**config.mk**
```make
export PLATFORM = sky130hd
export DESIGN_NAME = spatz_xmem_responder_flat
export DESIGN_NICKNAME = d
export VERILOG_FILES = /design/src/rtl/spatz_xmem_responder_if.sv /design/src/rtl/spatz_xmem_responder.sv /design/src/flat_wrapper.sv
export SDC_FILE = /design/constraint.sdc
export NUM_CORES = 1
export LEC_CHECK = 0
export CAP_MARGIN = 20
export CORE_ASPECT_RATIO = 1.25
export CORE_MARGIN = 1.5
export CORE_UTILIZATION = 39
export CTS_CLUSTER_SIZE = 16
export DETAILED_ROUTE_END_ITERATION = 7
export HOLD_SLACK_MARGIN = 0.08
export PLACE_DENSITY = 0.95
export SYNTH_ARGS = -nofsm -noshare
export SYNTH_HDL_FRONTEND = slang
export SYNTH_SLANG_ARGS = --single-unit
```
**constraint.sdc**
```tcl
create_clock -name clk_i -period 4.9 [get_ports clk_i]
set_clock_uncertainty 0.2 [all_clocks]
set_input_delay 0.98 -clock clk_i [delete_from_list [all_inputs] [get_ports clk_i]]
set_output_delay 0.98 -clock clk_i [all_outputs]
set_load 0.05 [all_outputs]
```
**src/rtl/spatz_xmem_responder_if.sv**
```systemverilog
// Bus bundle between the Spatz VLSU x_mem port, the responder and the TCDM-style memory port.
// The responder takes the slave view; the VLSU/memory environment takes the master view.
interface spatz_xmem_responder_if #(
    parameter int unsigned IdWidth   = 4,
    parameter int unsigned AddrWidth = 32,
    parameter int unsigned DataWidth = 32
);
    localparam int unsigned BeWidth = DataWidth / 8;

    logic                 x_mem_valid;
    logic                 x_mem_ready;
    logic [IdWidth-1:0]   x_mem_id;
    logic [AddrWidth-1:0] x_mem_addr;
    logic                 x_mem_we;
    logic [2:0]           x_mem_size;
    logic [BeWidth-1:0]   x_mem_be;
    logic [DataWidth-1:0] x_mem_wdata;
    logic                 x_mem_exc;
    logic [5:0]           x_mem_exccode;

    logic                 x_mem_result_valid;
    logic [IdWidth-1:0]   x_mem_result_id;
    logic [DataWidth-1:0] x_mem_result_rdata;
    logic                 x_mem_result_err;

    logic                 mem_req;
    logic                 mem_gnt;
    logic [AddrWidth-1:0] mem_addr;
    logic                 mem_we;
    logic [BeWidth-1:0]   mem_be;
    logic [DataWidth-1:0] mem_wdata;
    logic                 mem_rvalid;
    logic [DataWidth-1:0] mem_rdata;
    logic                 mem_err;

    modport slave (
        input  x_mem_valid, x_mem_id, x_mem_addr, x_mem_we, x_mem_size, x_mem_be, x_mem_wdata,
        output x_mem_ready, x_mem_exc, x_mem_exccode,
        output x_mem_result_valid, x_mem_result_id, x_mem_result_rdata, x_mem_result_err,
        output mem_req, mem_addr, mem_we, mem_be, mem_wdata,
        input  mem_gnt, mem_rvalid, mem_rdata, mem_err
    );

    modport master (
        output x_mem_valid, x_mem_id, x_mem_addr, x_mem_we, x_mem_size, x_mem_be, x_mem_wdata,
        input  x_mem_ready, x_mem_exc, x_mem_exccode,
        input  x_mem_result_valid, x_mem_result_id, x_mem_result_rdata, x_mem_result_err,
        input  mem_req, mem_addr, mem_we, mem_be, mem_wdata,
        output mem_gnt, mem_rvalid, mem_rdata, mem_err
    );
endinterface

```
**src/rtl/spatz_xmem_responder.sv**
```systemverilog
// Memory-side responder for one Spatz VLSU X-interface port: alignment check, forwarding to a
// TCDM-style port, and in-order result beats one cycle after each memory response.
module spatz_xmem_responder #(
    parameter int unsigned IdWidth        = 4,
    parameter int unsigned AddrWidth      = 32,
    parameter int unsigned DataWidth      = 32,
    parameter int unsigned MaxOutstanding = 4
) (
    input logic                 clk_i,
    input logic                 rst_ni,
    spatz_xmem_responder_if.slave bus
);
    localparam int unsigned BeWidth = DataWidth / 8;
    localparam int unsigned SizeMax = $clog2(BeWidth);
    localparam int unsigned PtrW    = (MaxOutstanding > 1) ? $clog2(MaxOutstanding) : 1;
    localparam int unsigned CntW    = $clog2(MaxOutstanding + 1);

    logic [AddrWidth-1:0] align_mask;
    logic                 misaligned;
    logic                 full;
    logic                 push;
    logic                 pop;

    logic [MaxOutstanding-1:0][IdWidth-1:0] fifo_id;
    logic [MaxOutstanding-1:0]              fifo_we;
    logic [PtrW-1:0]                        wr_ptr;
    logic [PtrW-1:0]                        rd_ptr;
    logic [CntW-1:0]                        cnt;

    logic                 res_valid;
    logic [IdWidth-1:0]   res_id;
    logic [DataWidth-1:0] res_rdata;
    logic                 res_err;

    function automatic logic [PtrW-1:0] ptr_inc(input logic [PtrW-1:0] p);
        return (p == PtrW'(MaxOutstanding - 1)) ? '0 : p + 1'b1;
    endfunction

    assign align_mask = (AddrWidth'(1) << bus.x_mem_size) - AddrWidth'(1);
    assign misaligned = (32'(bus.x_mem_size) > SizeMax) || ((bus.x_mem_addr & align_mask) != '0);
    // Registered count only: a pop in the same cycle never frees a slot for this cycle's push.
    assign full       = (cnt == CntW'(MaxOutstanding));

    // Outputs are forced quiet while reset is asserted, independent of the clock.
    assign bus.mem_req       = rst_ni & bus.x_mem_valid & ~misaligned & ~full;
    assign bus.x_mem_ready   = rst_ni & (misaligned | (bus.mem_gnt & ~full));
    assign bus.x_mem_exc     = rst_ni & bus.x_mem_valid & misaligned;
    assign bus.x_mem_exccode = bus.x_mem_exc ? (bus.x_mem_we ? 6'd6 : 6'd4) : 6'd0;

    assign bus.mem_addr  = bus.x_mem_addr;
    assign bus.mem_we    = bus.x_mem_we;
    assign bus.mem_be    = bus.x_mem_be;
    assign bus.mem_wdata = bus.x_mem_wdata;

    assign push = bus.mem_req & bus.mem_gnt;
    assign pop  = bus.mem_rvalid & (cnt != '0);

    always_ff @(posedge clk_i or negedge rst_ni) begin
        if (!rst_ni) begin
            fifo_id <= '0;
            fifo_we <= '0;
            wr_ptr  <= '0;
            rd_ptr  <= '0;
            cnt     <= '0;
        end else begin
            if (push) begin
                fifo_id[wr_ptr] <= bus.x_mem_id;
                fifo_we[wr_ptr] <= bus.x_mem_we;
                wr_ptr          <= ptr_inc(wr_ptr);
            end
            if (pop) begin
                rd_ptr <= ptr_inc(rd_ptr);
            end
            if (push && !pop) begin
                cnt <= cnt + 1'b1;
            end else if (!push && pop) begin
                cnt <= cnt - 1'b1;
            end
        end
    end

    always_ff @(posedge clk_i or negedge rst_ni) begin
        if (!rst_ni) begin
            res_valid <= 1'b0;
            res_id    <= '0;
            res_rdata <= '0;
            res_err   <= 1'b0;
        end else begin
            res_valid <= pop;
            if (pop) begin
                res_id    <= fifo_id[rd_ptr];
                res_rdata <= fifo_we[rd_ptr] ? '0 : bus.mem_rdata;
                res_err   <= bus.mem_err;
            end
        end
    end

    assign bus.x_mem_result_valid = res_valid;
    assign bus.x_mem_result_id    = res_id;
    assign bus.x_mem_result_rdata = res_rdata;
    assign bus.x_mem_result_err   = res_err;

`ifndef SYNTHESIS
    a_exc_needs_valid: assert property (@(posedge clk_i) disable iff (!rst_ni)
        bus.x_mem_exc |-> bus.x_mem_valid);
    a_req_stable: assert property (@(posedge clk_i) disable iff (!rst_ni)
        (bus.x_mem_valid && !bus.x_mem_ready) |=>
        $stable({bus.x_mem_id, bus.x_mem_addr, bus.x_mem_we, bus.x_mem_size, bus.x_mem_be, bus.x_mem_wdata}));
    a_no_overflow: assert property (@(posedge clk_i) disable iff (!rst_ni) push |-> !full);
    a_no_underflow: assert property (@(posedge clk_i) disable iff (!rst_ni)
        bus.mem_rvalid |-> (cnt != '0));
`endif
endmodule

```
**src/flat_wrapper.sv**
```systemverilog
// flat-port wrapper written by rule: the top's interface ports become plain ports
module spatz_xmem_responder_flat 
#(
    parameter int unsigned IdWidth        = 4,
    parameter int unsigned AddrWidth      = 32,
    parameter int unsigned DataWidth      = 32,
    parameter int unsigned MaxOutstanding = 4
)
  (clk_i, rst_ni, bus_x_mem_valid, bus_x_mem_id, bus_x_mem_addr, bus_x_mem_we, bus_x_mem_size, bus_x_mem_be, bus_x_mem_wdata, bus_x_mem_ready, bus_x_mem_exc, bus_x_mem_exccode, bus_x_mem_result_valid, bus_x_mem_result_id, bus_x_mem_result_rdata, bus_x_mem_result_err, bus_mem_req, bus_mem_addr, bus_mem_we, bus_mem_be, bus_mem_wdata, bus_mem_gnt, bus_mem_rvalid, bus_mem_rdata, bus_mem_err);
  spatz_xmem_responder_if #(.IdWidth(IdWidth), .AddrWidth(AddrWidth), .DataWidth(DataWidth)) bus_i ();
  input logic clk_i;
  input logic rst_ni;
  input wire logic [$bits(bus_i.x_mem_valid)-1:0] bus_x_mem_valid;
  input wire logic [$bits(bus_i.x_mem_id)-1:0] bus_x_mem_id;
  input wire logic [$bits(bus_i.x_mem_addr)-1:0] bus_x_mem_addr;
  input wire logic [$bits(bus_i.x_mem_we)-1:0] bus_x_mem_we;
  input wire logic [$bits(bus_i.x_mem_size)-1:0] bus_x_mem_size;
  input wire logic [$bits(bus_i.x_mem_be)-1:0] bus_x_mem_be;
  input wire logic [$bits(bus_i.x_mem_wdata)-1:0] bus_x_mem_wdata;
  output wire logic [$bits(bus_i.x_mem_ready)-1:0] bus_x_mem_ready;
  output wire logic [$bits(bus_i.x_mem_exc)-1:0] bus_x_mem_exc;
  output wire logic [$bits(bus_i.x_mem_exccode)-1:0] bus_x_mem_exccode;
  output wire logic [$bits(bus_i.x_mem_result_valid)-1:0] bus_x_mem_result_valid;
  output wire logic [$bits(bus_i.x_mem_result_id)-1:0] bus_x_mem_result_id;
  output wire logic [$bits(bus_i.x_mem_result_rdata)-1:0] bus_x_mem_result_rdata;
  output wire logic [$bits(bus_i.x_mem_result_err)-1:0] bus_x_mem_result_err;
  output wire logic [$bits(bus_i.mem_req)-1:0] bus_mem_req;
  output wire logic [$bits(bus_i.mem_addr)-1:0] bus_mem_addr;
  output wire logic [$bits(bus_i.mem_we)-1:0] bus_mem_we;
  output wire logic [$bits(bus_i.mem_be)-1:0] bus_mem_be;
  output wire logic [$bits(bus_i.mem_wdata)-1:0] bus_mem_wdata;
  input wire logic [$bits(bus_i.mem_gnt)-1:0] bus_mem_gnt;
  input wire logic [$bits(bus_i.mem_rvalid)-1:0] bus_mem_rvalid;
  input wire logic [$bits(bus_i.mem_rdata)-1:0] bus_mem_rdata;
  input wire logic [$bits(bus_i.mem_err)-1:0] bus_mem_err;
  assign bus_i.x_mem_valid = bus_x_mem_valid;
  assign bus_i.x_mem_id = bus_x_mem_id;
  assign bus_i.x_mem_addr = bus_x_mem_addr;
  assign bus_i.x_mem_we = bus_x_mem_we;
  assign bus_i.x_mem_size = bus_x_mem_size;
  assign bus_i.x_mem_be = bus_x_mem_be;
  assign bus_i.x_mem_wdata = bus_x_mem_wdata;
  assign bus_x_mem_ready = bus_i.x_mem_ready;
  assign bus_x_mem_exc = bus_i.x_mem_exc;
  assign bus_x_mem_exccode = bus_i.x_mem_exccode;
  assign bus_x_mem_result_valid = bus_i.x_mem_result_valid;
  assign bus_x_mem_result_id = bus_i.x_mem_result_id;
  assign bus_x_mem_result_rdata = bus_i.x_mem_result_rdata;
  assign bus_x_mem_result_err = bus_i.x_mem_result_err;
  assign bus_mem_req = bus_i.mem_req;
  assign bus_mem_addr = bus_i.mem_addr;
  assign bus_mem_we = bus_i.mem_we;
  assign bus_mem_be = bus_i.mem_be;
  assign bus_mem_wdata = bus_i.mem_wdata;
  assign bus_i.mem_gnt = bus_mem_gnt;
  assign bus_i.mem_rvalid = bus_mem_rvalid;
  assign bus_i.mem_rdata = bus_mem_rdata;
  assign bus_i.mem_err = bus_mem_err;
  spatz_xmem_responder #(.IdWidth(IdWidth), .AddrWidth(AddrWidth), .DataWidth(DataWidth), .MaxOutstanding(MaxOutstanding)) u_core (.clk_i(clk_i), .rst_ni(rst_ni), .bus(bus_i));
endmodule
```
Yosys cells after proc, flatten, opt, wreduce, memory -nomap -nowiden --
Cells that the tools add are included. W data, S select, Z words.
Storage, ports and cells: bits of input ports 114, bits in registers 65, logic and storage cells 63
Operators by class: magnitude comparators 4, shifts and indexed selects 1, add/sub/neg operators 5, eq/ne operators 3, reduce and logical (&&, ||, !) cells 9, multiplexer cells 17, bitwise logic cells 12
Operator list (number):
- $and A32 B32 Y32 | 1
- $mux W32 | 1
- $reduce_bool A32 Y1 | 1
- $shl A1 B3 Y32 const A | 1
- $sub A32 B2 Y32 const B | 1
- $bwmux W16 | 1
- $and A1 B1 Y1 | 8
- $bmux W4 S2 | 1
- $demux W4 S2 | 1
- $mux W4 | 2
- $lt A2 B3 Y1 const B | 2
- $mux W2 | 3
- $mux W3 | 2
- $mux W6 | 1
- $add A2 B1 Y2 const B | 2
- $bwmux W4 | 1
- $eq A2 B2 Y1 const B | 2
- $add A3 B1 Y3 const B | 1
- $eq A3 B3 Y1 const B | 1
- $gt A3 B2 Y1 const B | 1
- $logic_and A1 B1 Y1 | 3
- $reduce_bool A3 Y1 | 1
- $sub A3 B1 Y3 const B | 1
- $bmux W1 S2 | 1
- other kinds (8) | 11

Logic depth before layout (Yosys ltp) --
Gate-level depths: netlist of the first run.
depth after elaboration 13, mapped depth 12, mapped depth without buffers 12

Worst setup path after synthesis of the first run --
OpenSTA, ideal clock, no wires.
path type input to output, start point input bus_x_mem_size[2], end point output bus_x_mem_exccode[1], slack 554 ps, stages on the path 7, data required time 3720 ps, data arrival time 3166 ps, buffers on the path 0, cells stage by stage or2_2 ha_1 inv_1 a221o_1 nor4_1 nor2b_1 and2_1
Between the ends: longest elaborated chain between the ends 7, elaborated cells between the ends (all ways) 8, those cells by class 1 x add/sub; 1 x order compare; 1 x shift; 1 x mux; 2 x bitwise; 2 x reduce/logical
RTL lines:
- start: declaration | RTL line flat_wrapper.sv:17 | input wire logic [$bits(bus_i.x_mem_size)-1:0] bus_x_mem_size;
- $shl A1 B3 Y32 | RTL line spatz_xmem_responder.sv:39 | assign align_mask = (AddrWidth'(1) << bus.x_mem_size) - AddrWidth'(1);
- $sub A32 B2 Y32 | RTL line spatz_xmem_responder.sv:39
- $and A32 B32 Y32 | RTL line spatz_xmem_responder.sv:40 | assign misaligned = (32'(bus.x_mem_size) > SizeMax) || ((bus.x_mem_addr & align_mask) != '0);
- $reduce_bool A32 Y1 | RTL line spatz_xmem_responder.sv:40
- $logic_or A1 B1 Y1 * | RTL line spatz_xmem_responder.sv:40
- $and A1 B1 Y1 * | RTL line spatz_xmem_responder.sv:47 | assign bus.x_mem_exc = rst_ni & bus.x_mem_valid & misaligned;
- via bus_x_mem_exc | RTL line flat_wrapper.sv:21 | output wire logic [$bits(bus_i.x_mem_exc)-1:0] bus_x_mem_exc;
- $mux W6 * | RTL line spatz_xmem_responder.sv:48 | assign bus.x_mem_exccode = bus.x_mem_exc ? (bus.x_mem_we ? 6'd6 : 6'd4) : 6'd0;
- end: declaration | RTL line flat_wrapper.sv:22 | output wire logic [$bits(bus_i.x_mem_exccode)-1:0] bus_x_mem_exccode;
Mark *: on every way through the listed nets, which the timed path passes. The rest lies on a longest branch.

Final worst setup path of the first run --
start point input bus_x_mem_size[2], end point output bus_x_mem_exccode[1]
Between the ends: longest elaborated chain between the ends 7, elaborated cells between the ends (all ways) 8, those cells by class 1 x add/sub; 1 x order compare; 1 x shift; 1 x mux; 2 x bitwise; 2 x reduce/logical
RTL lines (RTL line):
- $shl A1 B3 Y32 | spatz_xmem_responder.sv:39
- $sub A32 B2 Y32 | spatz_xmem_responder.sv:39
- $and A32 B32 Y32 | spatz_xmem_responder.sv:40
- $reduce_bool A32 Y1 | spatz_xmem_responder.sv:40
- $logic_or A1 B1 Y1 * | spatz_xmem_responder.sv:40
- $and A1 B1 Y1 * | spatz_xmem_responder.sv:47
- $mux W6 * | spatz_xmem_responder.sv:48
Mark *: on every way between the ends. The rest lies on a longest branch, timed or not.

==> reports/metrics.yaml, run 1 <==
num_io_pins: 230
synth-edff-count: 0
fin_hold_ws_ns: 0.267
cp_max_fo: 5
yosys.area_share.xor_xnor: 0.00762
endpoint_kind: "output port"
yosysTopAreaCellShare: 0.472
ant_nets: 0
final_area_um2: 4310
leakagePower_uw: 0.00205
powerDensity_nw_per_um2: 564
power.total_uw: 2430
synth-seq-cells: 65
drc: 0
root_buffer: "clkbuf_8"
gp_congestion: 0.680
cts.clk_slew.worst_paths_ns: 0.06
vias_per_cell: 4.85
synthCells: 342
p_sw_frac: 0.467
area_growth_pct: 24.9
timing.final.crit_share: 0.916
worstMarginPinSlew_ns: 0.921
cts_hold_buf: 0
num_rows: 38
worstSetupStartpointType: "input pin"
syn_area_um2: 3450
place.port_buffers: 111
min_path_type: "reg -> reg"
p_switching_uw: 1140
avgRoutedWirePerCell_um: 15.7
yosysWarnings: 0
grt_pass1_vias: 2518
first_iter_violations: 146
cts.repair.resized: 0
nets: 509
vias: 2458
cts_buffer_depth: 2
comb_power_share: 0.508
cp_data_arrival_time_ns: 3.31
synth_area_leaders: "dfrtp_1 (47%), buf_4 (16%), nand2_1 (8.7%)"
clock_sinks: 65
min_period_ns: 4.49
status: "finished, final reports clean"
synthMuxAreaShare: 0.114
crit_required_ns: 3.72
cts_tree: "done"
relSlewSlack: 0.386
initial_core_util: 0.399
p_seq_frac: 0.346
synth.yosys.seq_area_share: 0.472
synth_top_family_by_area: "buffers and inverters"
dp_hpwl_mm: 5.84
vdd_drop_max_v: 0.000362
die_h_um: 108
htreeDepth: 3
synth_fa_ha_area_frac: 0.0348
nFillCells: 803
synth.avg_cell_area_um2: 10.1
clkPwrFrac: 0.146
hold_viol_final: 0
synth_compound_area_frac: 0.0272
die_x_um: 87.1
synth_top_cell_by_area: "dfrtp_1"
place_area_um2: 4170
drv_cap: 0
crit_type: "in -> out"
post_route_cells_drive_above_1_share: 0.150
wirelength_mm: 7.95
rsz0062_at_grt: "false"
clk_latency_ns: 0.34
core_region_area_um2: 8650
antenna_found_initial: 0
drt-pass1-iter-count: 6
synthArstFlopShare: 1.00
grt_pass1_wl_mm: 12.2
grt_max_degree: 66
synth_ff_type: "dfrtp_1"
synth_simple_gate_area_frac: 0.162
synth_cell_types: 36
diodes: 0
post-cts-setup-buffer-count: 0
fin_setup_tns_ns: 0
finalSetupViolCount: 0
gr-total-overflow: 0
power.internal_uw: 1290
track_usage: 0.174
slew_violations: 0
cts_buffers: 9
die_area_um2: 9420
fmax_mhz: 223
-- path summary, 6_finish.rpt --
path	cells past startpoint	from	endpoint	slack (ns)
max	10	bus_x_mem_size[2]	bus_x_mem_exccode[1]	0.41
min	2	u_core.bus.x_mem_result_rdata[22]	u_core.bus.x_mem_result_rdata[22]	0.27
max reg2reg	8	u_core.cnt[1]	u_core.cnt[2]	1.85
min reg2reg	2	u_core.bus.x_mem_result_rdata[22]	u_core.bus.x_mem_result_rdata[22]	0.27
max in group asynchronous	2	rst_ni	u_core.bus.x_mem_result_rdata[19]	3.28
min in group asynchronous	2	rst_ni	u_core.bus.x_mem_result_id[1]	0.67
-- synth_stat cells, types with 2 or more instances --
library cell / instances
nor2_1: 4
and2_1: 2
clkbuf_1: 11
nand3_1: 33
nand2_1: 80
inv_1: 6
dfrtp_1: 65
ha_1: 8
xor2_1: 2
o21ai_0: 4
buf_4: 74
mux2_2: 26
mux4_2: 4
-- registers in the layout, indices dropped and copies added, names as in the netlist --
register	flops
u_core.bus.x_mem_result_rdata	32
u_core.bus.x_mem_result_valid	1
u_core.bus.x_mem_result_id	4
u_core.bus.x_mem_result_err	1
u_core.fifo_id	16
u_core.rd_ptr	2
u_core.cnt	3
u_core.wr_ptr	2
u_core.fifo_we	4
-- metrics by stage --
step	instances	setup WS, ns	utilization
5_1_grt	507	0.239	0.498
4_1_cts	507	0.406	0.498
3_5_place_dp	495	0.413	0.482
6_report	507	0.413	0.498
2_1_floorplan	345	0.554	-
3_3_place_gp	495	0.476	0.482
-- placed cells by master (no fill, tap or decap), types with 2 or more instances in the layout --
master           count
buf_4                9
conb_1               4
mux4_2               4
nand2_1             80
nor2_1               4
and2_1               2
nand3_1             33
o21ai_0              4
clkbuf_8             9
xor2_1               2
clkdlybuf4s50_1    105
dfrtp_1             65
mux2_2              26
inv_1                6
ha_1                 8
clkinv_2             2
-- power by group through the flow --
stage          Sequential [µW]  Combinational, µW  Clock (µW)
6_report                   840               1240         354
5_1_grt                    868               1320         393
4_1_cts                    845               1250         370
3_5_place_dp               854               1250           0
3_3_place_gp               839               1220           0
2_1_floorplan             1290                471           0
-- cells by family after synthesis --
family / count (synthesis)
AOI/OAI and AO/OA: 13
xor gates and xnor gates: 3
adders and majority gates: 9
buffers and inverters: 93
DFF: 65
muxes: 31
other: 1
and+or+nand+nor: 127
-- critical path, cell delays in order --
cell and delay (ns):
clkdlybuf4s50_1 0.48, or2_2 0.32, ha_1 0.29, inv_1 0.04, a221o_1 0.37, nor4_1 0.27, buf_4 0.16, nor2b_1 0.05
and2_1 0.15, buf_4 0.18
-- layout make-up --
class | instances | area [µm²] | area share
clock buffer | 10 | 128 | 0.0296
clock inverter | 2 | 10.0 | 0.00232
inverter | 7 | 26.3 | 0.00610
multi-input combinational | 187 | 1220 | 0.284
sequential | 65 | 1630 | 0.377
tap | 120 | 150 | 0.0348
timing repair buffer | 116 | 1140 | 0.265
-- layer usage --
| metal | routed length [µm] | global-route usage | vias up |
|---|---|---|---|
| met1 | 2910 | 0.186 | 1182 |
| met4 | 329 | 0.121 | 0 |
| met2 | 4130 | 0.297 | 106 |
| li1 | - | - | 1132 |
| met3 | 588 | 0.0458 | 38 |
| met5 | 0 | 0 | - |
Power figures use the tool's default switching activity.
==> inputs of run 2 (changes only) <==
--- a/config.mk
+++ b/config.mk
@@ -11,7 +11,6 @@
 export CORE_UTILIZATION = 39
 export CTS_CLUSTER_SIZE = 16
 export DETAILED_ROUTE_END_ITERATION = 7
-export HOLD_SLACK_MARGIN = 0.08
 export PLACE_DENSITY = 0.95
 export SYNTH_ARGS = -nofsm -noshare
 export SYNTH_HDL_FRONTEND = slang
==> results of run 2 <==
No change in the layout: final DEF, timing and power equal those of run 1.
